--- config.mk ---
export PLATFORM = sky130hd
export DESIGN_NAME = qed_inst_gen
export DESIGN_NICKNAME = d
export VERILOG_FILES = /design/src/rtl/qed_inst_pkg.sv /design/src/rtl/qed_inst_enc.sv /design/src/rtl/qed_inst_gen.sv
export SDC_FILE = /design/constraint.sdc
export NUM_CORES = 1
export LEC_CHECK = 0
export CORE_MARGIN = 1.5
export CORE_UTILIZATION = 50
export DETAILED_ROUTE_END_ITERATION = 10
export GPL_TIMING_DRIVEN = 0
export PLACE_DENSITY = 0.8
export SYNTH_ARGS = -nofsm -noshare
export SYNTH_HDL_FRONTEND = slang
export SYNTH_SLANG_ARGS = --single-unit
--- constraint.sdc ---
create_clock -name clk -period 1.89 [get_ports clk]
set_input_delay 0.189 -clock clk [delete_from_list [all_inputs] [get_ports clk]]
set_output_delay 0.189 -clock clk [all_outputs]
set_load 0.05 [all_outputs]
--- src/rtl/qed_inst_pkg.sv ---
// Shared encodings for the QED legal-instruction generator: opcodes, funct7 values,
// instruction classes, generator FSM states and the LFSR tap mask.
package qed_inst_pkg;

   localparam logic [6:0] OP_R     = 7'b0110011;
   localparam logic [6:0] OP_I     = 7'b0010011;
   localparam logic [6:0] OP_LOAD  = 7'b0000011;
   localparam logic [6:0] OP_STORE = 7'b0100011;
   localparam logic [6:0] OP_NOP   = 7'b1111111;

   localparam logic [6:0] F7_BASE   = 7'b0000000;
   localparam logic [6:0] F7_ALT    = 7'b0100000;
   localparam logic [6:0] F7_MULDIV = 7'b0000001;

   localparam logic [31:0] LFSR_TAPS = 32'hA300_0000;

   typedef enum logic [1:0] {
      CLS_R   = 2'b00,
      CLS_MUL = 2'b01,
      CLS_I   = 2'b10,
      CLS_MEM = 2'b11
   } inst_cls_e;

   typedef enum logic [1:0] {
      ST_IDLE  = 2'd0,
      ST_ISSUE = 2'd1,
      ST_DONE  = 2'd2
   } gen_state_e;

   // Galois right shift; a non-zero state never maps to zero.
   function automatic logic [31:0] lfsr_step(input logic [31:0] r);
      return {1'b0, r[31:1]} ^ (r[0] ? LFSR_TAPS : 32'h0);
   endfunction

endpackage

--- src/rtl/qed_inst_enc.sv ---
// Combinational map from an LFSR state to a legal RV32IM word (x0-x15 only).
// QED_INST_GEN_NOP_EN: states with r[31:28]==4'hF emit the stall NOP instead.
module qed_inst_enc
   import qed_inst_pkg::*;
(
   input  logic [31:0] r,
   output logic [31:0] inst
);

   logic [4:0]  rd, rs1, rs2, imm5;
   logic [2:0]  f3;
   logic [6:0]  f7;
   inst_cls_e   cls;
   logic        unused_hi;

   assign rd        = {1'b0, r[9:6]};
   assign rs1       = {1'b0, r[13:10]};
   assign rs2       = {1'b0, r[17:14]};
   assign f3        = r[4:2];
   assign imm5      = r[22:18];
   assign cls       = inst_cls_e'(r[1:0]);
   assign unused_hi = ^r[31:30];

   always_comb begin
      inst = 32'h0;
      f7   = F7_BASE;
      case (cls)
         CLS_R: begin
            if (r[5] && (f3 == 3'b000 || f3 == 3'b101)) f7 = F7_ALT;
            inst = {f7, rs2, rs1, f3, rd, OP_R};
         end
         CLS_MUL: inst = {F7_MULDIV, rs2, rs1, {1'b0, r[3:2]}, rd, OP_R};
         CLS_I: begin
            // Shifts carry a 5-bit shamt; only SRAI may set the alt funct7 bit.
            if (f3 == 3'b001)      inst = {F7_BASE, imm5, rs1, f3, rd, OP_I};
            else if (f3 == 3'b101) inst = {1'b0, r[5], 5'b00000, imm5, rs1, f3, rd, OP_I};
            else                   inst = {r[29:18], rs1, f3, rd, OP_I};
         end
         CLS_MEM: begin
            if (!r[2]) inst = {7'b0, imm5, 5'b0, 3'b010, rd, OP_LOAD};
            else       inst = {7'b0, 5'b0, rs1, 3'b010, imm5, OP_STORE};
         end
         default: inst = 32'h0;
      endcase
`ifdef QED_INST_GEN_NOP_EN
      if (r[31:28] == 4'hF) inst = {25'b0, OP_NOP};
`endif
   end

endmodule

--- src/rtl/qed_inst_gen.sv ---
// LFSR-driven legal instruction source with valid/ready output, issue counter and
// optional instruction budget. QED_INST_GEN_NOP_EN is honoured inside qed_inst_enc.
module qed_inst_gen
   import qed_inst_pkg::*;
#(
   parameter logic [31:0] SEED      = 32'h0000_0001,
   parameter int          NUM_INSTS = 0,
   parameter int          CNT_W     = 16
) (
   input  logic             clk,
   input  logic             rst,
   input  logic             en,
   input  logic             out_ready,
   output logic             out_valid,
   output logic [31:0]      out_inst,
   output logic [CNT_W-1:0] inst_count,
   output logic             done,
   output logic [1:0]       dbg_state
);

   localparam logic [31:0]      SEED_EFF = (SEED == 32'h0) ? 32'h0000_0001 : SEED;
   localparam logic [CNT_W-1:0] LIMIT    = CNT_W'(NUM_INSTS);
   localparam bit               LIMITED  = (NUM_INSTS != 0);

   gen_state_e       state, state_next;
   logic [31:0]      lfsr;
   logic [CNT_W-1:0] count_inc;
   logic             hs;

   // Handshake: a word transfers on a cycle with out_valid & out_ready. Once raised,
   // out_valid stays high and out_inst stays stable until that transfer happens.
   assign hs        = out_valid & out_ready;
   assign count_inc = (inst_count == '1) ? inst_count : inst_count + CNT_W'(1);
   assign dbg_state = state;

   qed_inst_enc u_enc (
      .r    (lfsr),
      .inst (out_inst)
   );

   always_ff @(posedge clk or posedge rst) begin
      if (rst) state <= ST_IDLE;
      else     state <= state_next;
   end

   always_comb begin
      state_next = state;
      case (state)
         ST_IDLE:  if (en) state_next = ST_ISSUE;
         ST_ISSUE: begin
            if (hs) begin
               if (LIMITED && count_inc == LIMIT) state_next = ST_DONE;
               else if (!en)                      state_next = ST_IDLE;
            end
         end
         ST_DONE:  state_next = ST_DONE;
         default:  state_next = ST_IDLE;
      endcase
   end

   always_comb begin
      out_valid = (state == ST_ISSUE);
      done      = (state == ST_DONE);
   end

   always_ff @(posedge clk or posedge rst) begin
      if (rst) begin
         lfsr       <= SEED_EFF;
         inst_count <= '0;
      end else if (hs) begin
         lfsr       <= lfsr_step(lfsr);
         inst_count <= count_inc;
      end
   end

endmodule

==> impl_metrics.ini <==
[logic_synthesis]
cells_after_synth = 220
synth_flop_cell = sky130_fd_sc_hd__dfrtp_1
synth_area_leader_cell = sky130_fd_sc_hd__dfrtp_1
synth-seq-cells = 50
synth_top_area_share_pct = 51.0
ys_top_cells_by_area = sky130_fd_sc_hd__dfrtp_1 51%, sky130_fd_sc_hd__mux2_2 13%, sky130_fd_sc_hd__xor2_1 4.4%, sky130_fd_sc_hd__nand2_1 3.4%, sky130_fd_sc_hd__o21ai_0 3.3%
yosysWarningCount = 0
synthMuxAreaShare_pct = 13.3
avgSynthCellArea_um2 = 10.9
synth_sequential_area_ratio_pct = 52.1
post_synth_fa_ha_maj_area_fraction_pct = 0.520
synth_top_family_by_area = simple AND/OR/NAND/NOR gates
synth_area_um2 = 2410
yosys.area_share.simple_pct = 18.9
yosysUniqueCellTypes = 32
synth_compound_gate_area_share_pct = 4.26
edff_count_synth = 0
ys_async_sr_fraction_pct = 100
synth_xor_area_share_pct = 6.19

[sta]
timing.final.max_slew_violations = 0
grt_setup_unrepaired = no
fmax_mhz = 551
timing.slew.headroom_pct = 65.6
timing.final.crit_share_pct = 96.0
clock_skew_ns = 0.00796
hold_viol = 0
setup_viol = 0
tns_ns = 0
worst_pin_slew_ns = 0.515
fin_crit_ns = 1.81

[power]
pwr-share-comb_pct = 25.0
power_density_nw_per_um2 = 782
power.internal_mw = 1.62
clock_power_share_pct = 24.6
seq_power_share_pct = 50.4
switching_share_pct = 33.4
power.leakage_nw = 1.55
p_sw_mw = 0.808
irDropWorstVdd_v = 0.000593

[setup_path]
crit_fanout = 5
crit_path_end_kind = output port
path_type_of_the_worst_setup_path = reg -> out
critical-path-slowest-cell = sky130_fd_sc_hd__dfstp_2
critPathLaunch = lfsr[0]
worst-r2r-cell-count = 6
critPathTopFamily = flip-flops
critical_path_max_stage_delay_ns = 0.59
critPathArrivalTime_ns = 1.63
worstSetupEndpoint = out_inst[16]
worst_r2r_endpoint = inst_count[1]
cp-start-kind = flip-flop
critical_path.reg2reg.startpoint = inst_count[0]
required_time_of_the_critical_path_ns = 1.70
path_buf_inv = 1
r2r_setup_slack_ns = 0.14
worst-path-stages = 4
timing.critical_path.cells = nand2_2, or2_2, and2_1, buf_2

[cts]
cts_made_buffers = 5
cts_tree = done
cts_max_level = 2
cts.sinks = 50
ctsHoldBuffers = 0
cts.reportedPaths.clkPinSlew_ns = 0.08
clk-insertion-delay-late_ns = 0.30
clock_root_buffer_master = sky130_fd_sc_hd__clkbuf_8
cts.path.max_buffers = 2

[drt]
route.final.wire_length_um = 4750
routedWlPerCell_um = 14.0
vias_per_inst = 5.31
antenna_left = 0
route.detailed.drc = 0
dr.pass1.iters = 4
detailroute.via_count = 1807
drt_iter0_drc = 123

[grt]
globalRoute.totalOverflow = 0
use_met3_pct = 3.33
via_count_of_the_first_global_routing_pass = 1668
grt_pass1_wl_um = 7880
grt_util_all_layers_pct = 19.6
gr-max-usage-layer = met2
global_routing_usage_on_met1_pct = 28.4
initial_antenna_violation_count = 0
pin_count_of_the_biggest_net_entering_global_routing = 44
grtUsageMet2_pct = 30.1

[final_layout]
final.fill_count = 373
finish.instance_area_um2 = 3100
layout-area-overhead-vs-synth_pct = 28.8
n_antenna_cell = 0
most-common-layout-cells = 42 x sky130_fd_sc_hd__dfrtp_1, 27 x sky130_fd_sc_hd__mux2_2, 22 x sky130_fd_sc_hd__buf_4, 21 x sky130_fd_sc_hd__nand2_1, 21 x sky130_fd_sc_hd__clkdlybuf4s50_1
drive_gt1_share_pct = 32.2
nets = 290
layout.cells.most_common = sky130_fd_sc_hd__dfrtp_1

[placement]
placement.io_buffers = 49
gp_routability_congestion = 0.885
post_place_cell_area_um2 = 3010
dpl.hpwl_um = 3450

[floorplan]
initial_utilization_pct = 51.3
die_area_um2 = 5240
rows = 25
number_of_top_level_design_ports = 56
core_region_area_um2 = 4690
chipHeight_um = 72.4
floorplan.die.width_um = 72.4

[status]
run_status = complete, no violations

[job]
drv_cap = 0

[min_path]
hp-class = in -> async
## cell usage after synthesis, types with 2 or more instances
cell type,number
sky130_fd_sc_hd__conb_1,2
sky130_fd_sc_hd__nand3_1,5
sky130_fd_sc_hd__and3_1,6
sky130_fd_sc_hd__buf_4,6
sky130_fd_sc_hd__nor3b_1,4
sky130_fd_sc_hd__nor2b_1,4
sky130_fd_sc_hd__dfrtp_1,49
sky130_fd_sc_hd__buf_2,3
sky130_fd_sc_hd__nand2_1,22
sky130_fd_sc_hd__xnor2_1,5
sky130_fd_sc_hd__nand3b_1,2
sky130_fd_sc_hd__a21oi_1,3
sky130_fd_sc_hd__o21ai_0,16
sky130_fd_sc_hd__nand4_2,2
sky130_fd_sc_hd__nor2_1,6
sky130_fd_sc_hd__nand2b_1,2
sky130_fd_sc_hd__clkbuf_1,4
sky130_fd_sc_hd__inv_1,9
sky130_fd_sc_hd__nor4_1,4
sky130_fd_sc_hd__nor3_1,6
sky130_fd_sc_hd__and2_1,11
sky130_fd_sc_hd__xor2_1,12
sky130_fd_sc_hd__nand4_1,2
sky130_fd_sc_hd__mux2_2,27
## final cells by class
class	count	area, µm²	area share (%)
Tap cell	54	67.6	2.18
Timing Repair Buffer	55	484	15.6
Inverter	9	33.8	1.09
Multi-Input combinational cell	152	1100	35.4
Clock buffer	8	80.1	2.58
Buffer	12	75.1	2.42
Sequential cell	50	1260	40.7
## sequential cells by signal (all words and copies together) (netlist names)
signal and count:
inst_count 16, lfsr 32, dbg_state 2
## through the flow
step	hold WS (ns)	cells	setup WS, ns	util, %	total power [mW]
CTS	0.0998	338	-0.106	64.9	2.44
finish	0.0972	340	0.0757	66.1	2.42
detailed placement	0.428	328	-0.661	64.2	1.85
floorplan	0.316	224	-0.128	-	1.65
global route	0.102	340	0.00185	66.1	2.54
global placement	0.467	327	-0.654	63.8	1.84
## timing repair
action                                  CTS  global route
buffers inserted                          3             2
endpoints found under the setup margin   27            25
gates resized for setup                 123            22
hold endpoints to repair                  0             0
pin swaps                                 0             2
## per-layer routing
metal	share of wire (%)	wire [µm]
met5	0	0
met4	1.1	52
met3	4.5	215
met2	49	2350
met1	45	2130
## power groups by stage
stage                     clock [mW]  combinational, mW  sequential, mW
after floorplan                    0              0.209            1.45
after global placement             0              0.598            1.24
after detailed placement           0              0.610            1.24
after CTS                      0.607              0.611            1.22
after global routing           0.662              0.647            1.23
final                          0.597              0.606            1.22
## cells by family after synthesis
family	Yosys count
AND/OR/NAND/NOR	80
flip-flops	50
multiplexers	28
buffers and inverters	22
AO/OA/AOI/OAI	20
XOR/XNOR	17
other	2
adder cells (fa/ha/maj)	1
## worst register-to-register path, cell delays in order (launching register included)
cell                      delay (ns)
sky130_fd_sc_hd__dfrtp_2        0.40
sky130_fd_sc_hd__ha_1           0.19
sky130_fd_sc_hd__nand3_1        0.17
sky130_fd_sc_hd__nor4_4         0.31
sky130_fd_sc_hd__buf_4          0.20
sky130_fd_sc_hd__nor2_2         0.06
sky130_fd_sc_hd__mux2_4         0.31
## how the worst min path moves through the flow
stage / end / depth (start not counted) / from
4_1_cts: lfsr[17] / 2 / rst
2_1_floorplan: dbg_state[0] / 2 / en
3_5_place_dp: lfsr[17] / 2 / rst
3_3_place_gp: lfsr[15] / 2 / lfsr[15]
6_report: lfsr[20] / 2 / rst
5_1_grt: lfsr[8] / 2 / rst
Power figures use the tool's default switching activity.
